--- src/rtl/ibuf_pkg.sv ---
// ibuf_pkg: shared definitions for the instruction buffer that sits between
// fetch and decode.
//   excp_t       - fetch exception code carried with an instruction
//   ibuf_entry_t - one buffered instruction with its prediction and exception
package ibuf_pkg;

  typedef enum logic [2:0] {
    EXCP_NONE = 3'd0,
    ADEF      = 3'd1,
    TLBR      = 3'd2,
    PIF       = 3'd3,
    PPI       = 3'd4
  } excp_t;

  typedef struct packed {
    logic [31:0] pc;
    logic [31:0] inst;
    logic        pred_taken;
    logic [31:0] pred_target;
    logic        excp;
    excp_t       excp_type;
  } ibuf_entry_t;

endpackage

--- src/rtl/ibuf_if.sv ---
// ibuf_if: fetch-side and decode-side signals of the instruction buffer.
//   Fetch side : input_size, pc0/1, inst0/1, pred_br_taken0/1,
//                pred_br_target0/1, have_excp, excp_type -> buffer; i_ready <- buffer
//   Control    : flush (pipeline redirect)
//   Decode side: o_valid, o_pc0/1, o_inst0/1, o_pred_taken0/1,
//                o_pred_target0/1, o_excp0/1, o_excp_type0/1 <- buffer; o_pop -> buffer
// Modports: slave is the buffer's view, master is the environment's view.
interface ibuf_if;
  import ibuf_pkg::*;

  logic [1:0]  input_size;
  logic [31:0] pc0, pc1;
  logic [31:0] inst0, inst1;
  logic        pred_br_taken0, pred_br_taken1;
  logic [31:0] pred_br_target0, pred_br_target1;
  logic        have_excp;
  excp_t       excp_type;
  logic        i_ready;
  logic        flush;
  logic [1:0]  o_valid;
  logic [31:0] o_pc0, o_pc1;
  logic [31:0] o_inst0, o_inst1;
  logic        o_pred_taken0, o_pred_taken1;
  logic [31:0] o_pred_target0, o_pred_target1;
  logic        o_excp0, o_excp1;
  excp_t       o_excp_type0, o_excp_type1;
  logic [1:0]  o_pop;

  modport slave (
    input  input_size, pc0, pc1, inst0, inst1,
           pred_br_taken0, pred_br_taken1, pred_br_target0, pred_br_target1,
           have_excp, excp_type, flush, o_pop,
    output i_ready, o_valid, o_pc0, o_pc1, o_inst0, o_inst1,
           o_pred_taken0, o_pred_taken1, o_pred_target0, o_pred_target1,
           o_excp0, o_excp1, o_excp_type0, o_excp_type1
  );

  modport master (
    output input_size, pc0, pc1, inst0, inst1,
           pred_br_taken0, pred_br_taken1, pred_br_target0, pred_br_target1,
           have_excp, excp_type, flush, o_pop,
    input  i_ready, o_valid, o_pc0, o_pc1, o_inst0, o_inst1,
           o_pred_taken0, o_pred_taken1, o_pred_target0, o_pred_target1,
           o_excp0, o_excp1, o_excp_type0, o_excp_type1
  );

endinterface

--- src/rtl/ibuf.sv ---
// ibuf: circular instruction buffer, up to two writes and two reads per cycle.
// Ports:
//   clk   - sole clock, rising edge
//   reset - synchronous active-high reset (wins over flush)
//   bus   - ibuf_if.slave, fetch/decode handshake and entry fields
// Parameter DEPTH: entry count, power of two, at least 8.
// Optional feature (macro IBUF_PERF_CNT_EN): adds perf_full_cycles and
// perf_empty_cycles outputs, 32-bit wrapping counters.
module ibuf
  import ibuf_pkg::*;
#(
  parameter int DEPTH = 16
) (
  input  logic        clk,
  input  logic        reset,
  ibuf_if.slave       bus
`ifdef IBUF_PERF_CNT_EN
  ,
  output logic [31:0] perf_full_cycles,
  output logic [31:0] perf_empty_cycles
`endif
);

  // Pointers carry one extra wrap bit so full and empty are distinguishable.
  localparam int AW = $clog2(DEPTH) + 1;
  localparam int IW = AW - 1;

  ibuf_entry_t   mem_q [DEPTH];
  logic [AW-1:0] wr_ptr_q, wr_ptr_d;
  logic [AW-1:0] rd_ptr_q, rd_ptr_d;
  logic [AW-1:0] count;
  logic [IW-1:0] wr_idx0, wr_idx1, rd_idx0, rd_idx1;
  logic          we0, we1;
  logic          ready;
  ibuf_entry_t   entry0, entry1, head0, head1;

  assign count   = wr_ptr_q - rd_ptr_q;
  assign wr_idx0 = wr_ptr_q[IW-1:0];
  assign wr_idx1 = wr_idx0 + IW'(1);
  assign rd_idx0 = rd_ptr_q[IW-1:0];
  assign rd_idx1 = rd_idx0 + IW'(1);

  // Leave room for the fetch issued this cycle plus one already in flight.
  assign ready = (count <= AW'(DEPTH - 4));

  assign we0 = !bus.flush && (bus.input_size != 2'd0);
  assign we1 = !bus.flush && (bus.input_size == 2'd2);

  // Exceptions from fetch belong to the first instruction of the packet only.
  always_comb begin
    entry0             = '0;
    entry0.pc          = bus.pc0;
    entry0.inst        = bus.inst0;
    entry0.pred_taken  = bus.pred_br_taken0;
    entry0.pred_target = bus.pred_br_target0;
    entry0.excp        = bus.have_excp;
    entry0.excp_type   = bus.excp_type;
    entry1             = '0;
    entry1.pc          = bus.pc1;
    entry1.inst        = bus.inst1;
    entry1.pred_taken  = bus.pred_br_taken1;
    entry1.pred_target = bus.pred_br_target1;
    entry1.excp        = 1'b0;
    entry1.excp_type   = EXCP_NONE;
  end

  // Storage has no reset; stale contents are never visible because o_valid
  // is derived from the pointers.
  always_ff @(posedge clk) begin
    if (we0) mem_q[wr_idx0] <= entry0;
    if (we1) mem_q[wr_idx1] <= entry1;
  end

  // Flush discards everything, including this cycle's writes and pops.
  always_comb begin
    wr_ptr_d = wr_ptr_q;
    rd_ptr_d = rd_ptr_q;
    if (bus.flush) begin
      wr_ptr_d = '0;
      rd_ptr_d = '0;
    end else begin
      wr_ptr_d = wr_ptr_q + AW'(bus.input_size);
      rd_ptr_d = rd_ptr_q + AW'(bus.o_pop);
    end
  end

  always_ff @(posedge clk) begin
    if (reset) begin
      wr_ptr_q <= '0;
      rd_ptr_q <= '0;
    end else begin
      wr_ptr_q <= wr_ptr_d;
      rd_ptr_q <= rd_ptr_d;
    end
  end

  assign head0 = mem_q[rd_idx0];
  assign head1 = mem_q[rd_idx1];

  assign bus.i_ready        = ready;
  assign bus.o_valid        = {count >= AW'(2), count >= AW'(1)};
  assign bus.o_pc0          = head0.pc;
  assign bus.o_pc1          = head1.pc;
  assign bus.o_inst0        = head0.inst;
  assign bus.o_inst1        = head1.inst;
  assign bus.o_pred_taken0  = head0.pred_taken;
  assign bus.o_pred_taken1  = head1.pred_taken;
  assign bus.o_pred_target0 = head0.pred_target;
  assign bus.o_pred_target1 = head1.pred_target;
  assign bus.o_excp0        = head0.excp;
  assign bus.o_excp1        = head1.excp;
  assign bus.o_excp_type0   = head0.excp_type;
  assign bus.o_excp_type1   = head1.excp_type;

`ifdef IBUF_PERF_CNT_EN
  logic [31:0] perf_full_q, perf_empty_q;

  // Stall and starvation counters; a flush cycle is not counted as empty.
  always_ff @(posedge clk) begin
    if (reset) begin
      perf_full_q  <= '0;
      perf_empty_q <= '0;
    end else begin
      if (!ready) perf_full_q <= perf_full_q + 32'd1;
      if ((count == '0) && !bus.flush) perf_empty_q <= perf_empty_q + 32'd1;
    end
  end

  assign perf_full_cycles  = perf_full_q;
  assign perf_empty_cycles = perf_empty_q;
`endif

endmodule

--- src/flat_wrapper.sv ---
// flat-port wrapper written by rule: the top's interface ports become plain ports
module ibuf_flat import ibuf_pkg::*;
#(
  parameter int DEPTH = 16
)
  (clk, reset, bus_input_size, bus_pc0, bus_pc1, bus_inst0, bus_inst1, bus_pred_br_taken0, bus_pred_br_taken1, bus_pred_br_target0, bus_pred_br_target1, bus_have_excp, bus_excp_type, bus_flush, bus_o_pop, bus_i_ready, bus_o_valid, bus_o_pc0, bus_o_pc1, bus_o_inst0, bus_o_inst1, bus_o_pred_taken0, bus_o_pred_taken1, bus_o_pred_target0, bus_o_pred_target1, bus_o_excp0, bus_o_excp1, bus_o_excp_type0, bus_o_excp_type1);
  ibuf_if bus_i ();
  input  logic clk;
  input  logic reset;
  input wire logic [$bits(bus_i.input_size)-1:0] bus_input_size;
  input wire logic [$bits(bus_i.pc0)-1:0] bus_pc0;
  input wire logic [$bits(bus_i.pc1)-1:0] bus_pc1;
  input wire logic [$bits(bus_i.inst0)-1:0] bus_inst0;
  input wire logic [$bits(bus_i.inst1)-1:0] bus_inst1;
  input wire logic [$bits(bus_i.pred_br_taken0)-1:0] bus_pred_br_taken0;
  input wire logic [$bits(bus_i.pred_br_taken1)-1:0] bus_pred_br_taken1;
  input wire logic [$bits(bus_i.pred_br_target0)-1:0] bus_pred_br_target0;
  input wire logic [$bits(bus_i.pred_br_target1)-1:0] bus_pred_br_target1;
  input wire logic [$bits(bus_i.have_excp)-1:0] bus_have_excp;
  input wire logic [$bits(bus_i.excp_type)-1:0] bus_excp_type;
  input wire logic [$bits(bus_i.flush)-1:0] bus_flush;
  input wire logic [$bits(bus_i.o_pop)-1:0] bus_o_pop;
  output wire logic [$bits(bus_i.i_ready)-1:0] bus_i_ready;
  output wire logic [$bits(bus_i.o_valid)-1:0] bus_o_valid;
  output wire logic [$bits(bus_i.o_pc0)-1:0] bus_o_pc0;
  output wire logic [$bits(bus_i.o_pc1)-1:0] bus_o_pc1;
  output wire logic [$bits(bus_i.o_inst0)-1:0] bus_o_inst0;
  output wire logic [$bits(bus_i.o_inst1)-1:0] bus_o_inst1;
  output wire logic [$bits(bus_i.o_pred_taken0)-1:0] bus_o_pred_taken0;
  output wire logic [$bits(bus_i.o_pred_taken1)-1:0] bus_o_pred_taken1;
  output wire logic [$bits(bus_i.o_pred_target0)-1:0] bus_o_pred_target0;
  output wire logic [$bits(bus_i.o_pred_target1)-1:0] bus_o_pred_target1;
  output wire logic [$bits(bus_i.o_excp0)-1:0] bus_o_excp0;
  output wire logic [$bits(bus_i.o_excp1)-1:0] bus_o_excp1;
  output wire logic [$bits(bus_i.o_excp_type0)-1:0] bus_o_excp_type0;
  output wire logic [$bits(bus_i.o_excp_type1)-1:0] bus_o_excp_type1;
  assign bus_i.input_size = bus_input_size;
  assign bus_i.pc0 = bus_pc0;
  assign bus_i.pc1 = bus_pc1;
  assign bus_i.inst0 = bus_inst0;
  assign bus_i.inst1 = bus_inst1;
  assign bus_i.pred_br_taken0 = bus_pred_br_taken0;
  assign bus_i.pred_br_taken1 = bus_pred_br_taken1;
  assign bus_i.pred_br_target0 = bus_pred_br_target0;
  assign bus_i.pred_br_target1 = bus_pred_br_target1;
  assign bus_i.have_excp = bus_have_excp;
  assign bus_i.excp_type = bus_excp_type;
  assign bus_i.flush = bus_flush;
  assign bus_i.o_pop = bus_o_pop;
  assign bus_i_ready = bus_i.i_ready;
  assign bus_o_valid = bus_i.o_valid;
  assign bus_o_pc0 = bus_i.o_pc0;
  assign bus_o_pc1 = bus_i.o_pc1;
  assign bus_o_inst0 = bus_i.o_inst0;
  assign bus_o_inst1 = bus_i.o_inst1;
  assign bus_o_pred_taken0 = bus_i.o_pred_taken0;
  assign bus_o_pred_taken1 = bus_i.o_pred_taken1;
  assign bus_o_pred_target0 = bus_i.o_pred_target0;
  assign bus_o_pred_target1 = bus_i.o_pred_target1;
  assign bus_o_excp0 = bus_i.o_excp0;
  assign bus_o_excp1 = bus_i.o_excp1;
  assign bus_o_excp_type0 = bus_i.o_excp_type0;
  assign bus_o_excp_type1 = bus_i.o_excp_type1;
  ibuf #(.DEPTH(DEPTH)) u_core (.clk(clk), .reset(reset), .bus(bus_i));
endmodule
--- config.mk ---
export PLATFORM = sky130hd
export DESIGN_NAME = ibuf_flat
export DESIGN_NICKNAME = d
export VERILOG_FILES = /design/src/rtl/ibuf_pkg.sv /design/src/rtl/ibuf_if.sv /design/src/rtl/ibuf.sv /design/src/flat_wrapper.sv
export SDC_FILE = /design/constraint.sdc
export NUM_CORES = 2
export LEC_CHECK = 0
export ABC_AREA = 1
export BUFFER_PORTS_ARGS = -buffer_cell sky130_fd_sc_hd__buf_2
export CAP_MARGIN = 10
export CORE_UTILIZATION = 40
export DETAILED_ROUTE_END_ITERATION = 7
export GPL_ROUTABILITY_DRIVEN = 0
export PLACE_DENSITY_LB_ADDON = 0.2
export SYNTH_ARGS = -nofsm -noshare
export SYNTH_HDL_FRONTEND = slang
export SYNTH_SLANG_ARGS = --single-unit
--- constraint.sdc ---
create_clock -name clk -period 5.7 [get_ports clk]
set_clock_uncertainty 0.1 [all_clocks]
set_input_delay 0.285 -clock clk [delete_from_list [all_inputs] [get_ports clk]]
set_output_delay 0.285 -clock clk [all_outputs]
set_load 0.005 [all_outputs]
Word-level counts from Yosys, hierarchy flattened:

Memory sizes are Yosys's and may differ from the RTL's. A register that Yosys moved wholly into a read port is not among the register bits.
Index checks and enable logic that the tools add are counted.

* bits in writable memories: 1616
* input bits: 205
* logic and storage cells: 22
* memories: 1
* register bits: 10
* output and inout port bits: 205

* mux-type cells: 5
* reductions and logical operators: 5
* order comparisons: 3
* equal/unequal tests: 1
* add/sub/neg operators: 5

Memory list
* u_core.mem_q: words 16, bits a word 101, read ports 2, clocked after memory_dff 1, write ports 2, line ibuf.sv:28 `ibuf_entry_t mem_q [DEPTH];`

Operators with widths (number)
* adder 5 x 2 -> 5 bit: 2
* adder 4 x 1 -> 4 bit, second input constant: 2
* >= comparator 5 x 1 -> 1 bit, second input constant: 1
* >= comparator 5 x 2 -> 1 bit, second input constant: 1
* <= comparator 5 x 4 -> 1 bit, second input constant: 1
* subtractor 5 bit: 1
* two-way mux 1 bit: 4
* two-way mux 4 bit: 1
* equality test 2 bit, second input constant: 1
* logical AND 1 bit: 2
* nonzero test 2 bit: 1
* OR reduction 2 bit: 1
* zero test 1 bit: 1

Longest topological paths before layout:

* word-level depth: 4
* depth in mapped cells: 12

Worst setup path before layout:

No wires, ideal clock.

* path kind: input to register
* start point: input port bus_input_size[1]
* end point: memory u_core.mem_q[11][100] (netlist name), enable pin
* data arrival time: 3.223 ns
* library setup time: 0.462 ns
* stages: 6
* buffers on the path: 2
* setup slack: 1.915 ns
* path through: inv_1 -> nor3_4 -> buf_4 -> nand2_2 -> buf_2 -> nand2_1

RTL lines
* from (decl): line flat_wrapper.sv:10 `input wire logic [$bits(bus_i.input_size)-1:0] bus_input_size;`
* to (decl): line ibuf.sv:28

==> results_dict.tcl <==
set metrics [dict create \
    status "finished with violations" \
    failing_checks "DRC, slew limit" \
    detail_route.wirelength_um 450000 \
    syn_nets 13202 \
    average_detailed_routed_wire_length_per_instance_um 28.0 \
    synth_top_cell_area_share_pct 47.4 \
    worst-slew-pin-transition_ns 1.55 \
    post-route-min-period_ns 5.00 \
    average_footprint_of_a_synthesized_cell_um2 7.58 \
    largest_net_degree_at_the_start_of_global_routing 263 \
    reg2reg_depth 8 \
    clkTransAtPathRegs_ns 0.06 \
    synth-seq-area-share_pct 48.9 \
    max_slew_margin_pct -3.28 \
    clock-root-buffer "sky130_fd_sc_hd__clkbuf_16" \
    cellLeakagePower_uw 0.0492 \
    synth.lib_cells_used.distinct 26 \
    pin_count 410 \
    core_area_mm2 0.244 \
    initialDrtViolationCount 15577 \
    unrepaired_setup_endpoints_after_global_routing "false" \
    routed_via_density 6.24 \
    most-common-layout-cells "sky130_fd_sc_hd__nand2_1, sky130_fd_sc_hd__nand3_1, sky130_fd_sc_hd__inv_1" \
    ctsResizeCount 0 \
    grt_antenna_before_repair 19 \
    final-max-slew-violation-count 76 \
    dr_total_vias 100375 \
    clockBufferDepth 3 \
    vias_in_the_first_global_route 92879 \
    number_of_remaining_drc_errors 1 \
    cts_sinks 1626 \
    syn_area_mm2 0.0984 \
    timing.final.crit_share_pct 87.7 \
    cts_tree "done" \
    syn-instance-count 12985 \
    crit_path_end "bus_o_pc0[26]" \
    synth_top_cells_by_area "sky130_fd_sc_hd__edfxtp_1, sky130_fd_sc_hd__nand2_1, sky130_fd_sc_hd__nand3_1" \
    power-per-cell-area_mw_per_mm2 270 \
    worst_setup_path_end_kind "output pin" \
    cts_made_buffers 191 \
    final_core_utilization_pct 45.1 \
    fin_hold_ws_ns 0.0218 \
    first_pass_grt_wire_length_um 637000 \
    yosysWarnings 0 \
    start_kind "flop" \
    start_util_pct 40.3 \
    place.port_buffers 409 \
    worstSetupStartpoint "u_core.rd_ptr_q[1]" \
    cp.arrival_ns 4.62 \
    setup-violations-final 0 \
    groute.usage.overall_pct 34.9 \
    finalHoldViolations 0 \
    floorplan.die_area_mm2 0.248 \
    floorplan.die.height_um 498 \
    drive_above_1_share_pct 7.15 \
    synthDominantAreaCellType "sky130_fd_sc_hd__edfxtp_1" \
    flow.area_growth_from_synthesis_pct 11.8 \
    ys_ff_latch 1626 \
    die_w_um 498 \
    first_pass_iters 8 \
    worst-endpoint-required_ns 5.32 \
    max-vdd-ir-drop_v 0.000242 \
    critical_path_peak_fanout 94 \
    finalNetCount 12943 \
    sum_of_overflow_across_all_layers_after_global_routing 0 \
    worstSkewPairLatency_ns 0.87 \
    min_path_type "primary input to flop" \
    ff2ff_setup_slack_ns 1.57 \
    ant_nets_after_route 0 \
    post-dp-hpwl_um 229000 \
    r2r-end "u_core.mem_q[5][12]" \
    critPathKind "flop to output pin" \
    row_count 181 \
    drv_cap 0 \
    critical_path.reg2reg.startpoint "u_core.wr_ptr_q[3]" \
    timing.fmax_mhz 200 \
    cts_setup_buffers 0 \
    cts_htree_levels 4 \
    mostFrequentLayoutCell "sky130_fd_sc_hd__nand2_1" \
    fill_cell_total_of_the_finished_layout 23940 \
    final.setup.tns_ns 0 \
]
## per-stage QoR
step	setup WS, ns	area, um^2	total power (uW)	instances
after global placement	1.74	102000	17300	15578
after floorplan	1.91	98400	15800	12985
after global routing	0.769	110000	30300	16094
after CTS	0.857	110000	29500	16090
final	0.699	110000	29700	16096
after detailed placement	1.77	102000	17300	15578
## layer usage
metal	GRT usage [%]	up-vias	wire length, um
met5	0	-	25
met3	7.14	1599	57800
li1	-	43106	-
met1	45.2	47712	167000
met4	21.7	4	30900
met2	53.1	7954	195000
## worst max-delay path, stage by stage, from the launching register on
cell	delay (ns)
sky130_fd_sc_hd__dfxtp_4	0.72
sky130_fd_sc_hd__buf_4	0.83
sky130_fd_sc_hd__inv_8	0.50
sky130_fd_sc_hd__buf_4	0.57
sky130_fd_sc_hd__nand3_1	0.20
sky130_fd_sc_hd__nand2_1	0.09
sky130_fd_sc_hd__nand2_1	0.06
sky130_fd_sc_hd__nand2_1	0.08
sky130_fd_sc_hd__inv_1	0.06
sky130_fd_sc_hd__nand2_1	0.27
sky130_fd_sc_hd__buf_2	0.25
## final cells by class
| cell class | count | area (um^2) | area share, % |
|---|---|---|---|
| Antenna cell | 6 | 15.0 | 0.0136 |
| Clock buffer | 254 | 5140 | 4.67 |
| Clock inverter | 101 | 918 | 0.835 |
| Inverter | 1939 | 7320 | 6.65 |
| Multi-Input combinational cell | 8225 | 38800 | 35.3 |
| Sequential cell | 1626 | 48100 | 43.7 |
| Tap cell | 3202 | 4010 | 3.64 |
| Timing Repair Buffer | 743 | 5700 | 5.18 |
## repair_timing
item | 4_1_cts | 5_1_grt
setup endpoints to repair | 0 | 0
endpoints found under the hold margin | 861 | 0
hold buffers | 157 | 0
## sequential cells by signal, indices dropped and copies added, names as in the netlist
| register | flops |
|---|---|
| u_core.mem_q | 1616 |
| u_core.rd_ptr_q | 5 |
| u_core.wr_ptr_q | 5 |
## where the power goes
group	switching (uW)	internal, uW	leakage (uW)
logic	2960	1140	0.0304
clock network	5410	6960	0.00297
registers	61.5	13100	0.0158
## kinds of logic after synthesis
| kind of cell | share of synthesized area, % |
|---|---|
| AND/OR/NAND/NOR | 28.4 |
| buffers and inverters | 12.2 |
| adder cells (fa/ha/maj) | 0.175 |
| AO/OA/AOI/OAI | 10.4 |
| XOR/XNOR | 0.0356 |
| flip-flops | 48.9 |
## synthesized netlist by cell type
cell,number
sky130_fd_sc_hd__a21boi_0,1
sky130_fd_sc_hd__a21oi_1,9
sky130_fd_sc_hd__buf_1,147
sky130_fd_sc_hd__buf_2,189
sky130_fd_sc_hd__buf_4,1
sky130_fd_sc_hd__clkbuf_1,858
sky130_fd_sc_hd__clkinv_1,1
sky130_fd_sc_hd__dfxtp_1,74
sky130_fd_sc_hd__edfxtp_1,1552
sky130_fd_sc_hd__fa_1,3
sky130_fd_sc_hd__ha_1,9
sky130_fd_sc_hd__inv_1,1931
sky130_fd_sc_hd__inv_2,7
sky130_fd_sc_hd__nand2_1,4005
sky130_fd_sc_hd__nand2_2,10
sky130_fd_sc_hd__nand3_1,2529
sky130_fd_sc_hd__nand3b_1,2
sky130_fd_sc_hd__nand4_1,1
sky130_fd_sc_hd__nor2_1,27
sky130_fd_sc_hd__nor2_2,1
sky130_fd_sc_hd__nor3_4,1
sky130_fd_sc_hd__o21ai_0,6
sky130_fd_sc_hd__o22ai_1,1616
sky130_fd_sc_hd__or2_2,1
sky130_fd_sc_hd__xnor2_1,1
sky130_fd_sc_hd__xor2_1,3
## how the worst min path moves through the flow
stage	startpoint	to	slack (ns)	cells after the start
3_5_place_dp	u_core.mem_q[12][2]	u_core.mem_q[12][2]	0.39	2
2_1_floorplan	u_core.wr_ptr_q[4]	u_core.wr_ptr_q[4]	0.36	2
4_1_cts	bus_pc1[31]	u_core.mem_q[13][100]	0.0005	3
6_report	bus_inst1[27]	u_core.mem_q[5][64]	0.02	3
3_3_place_gp	u_core.wr_ptr_q[4]	u_core.wr_ptr_q[4]	0.37	2
5_1_grt	bus_inst0[25]	u_core.mem_q[0][62]	0.04	3
No activity file was read; power rests on OpenSTA's default activity.
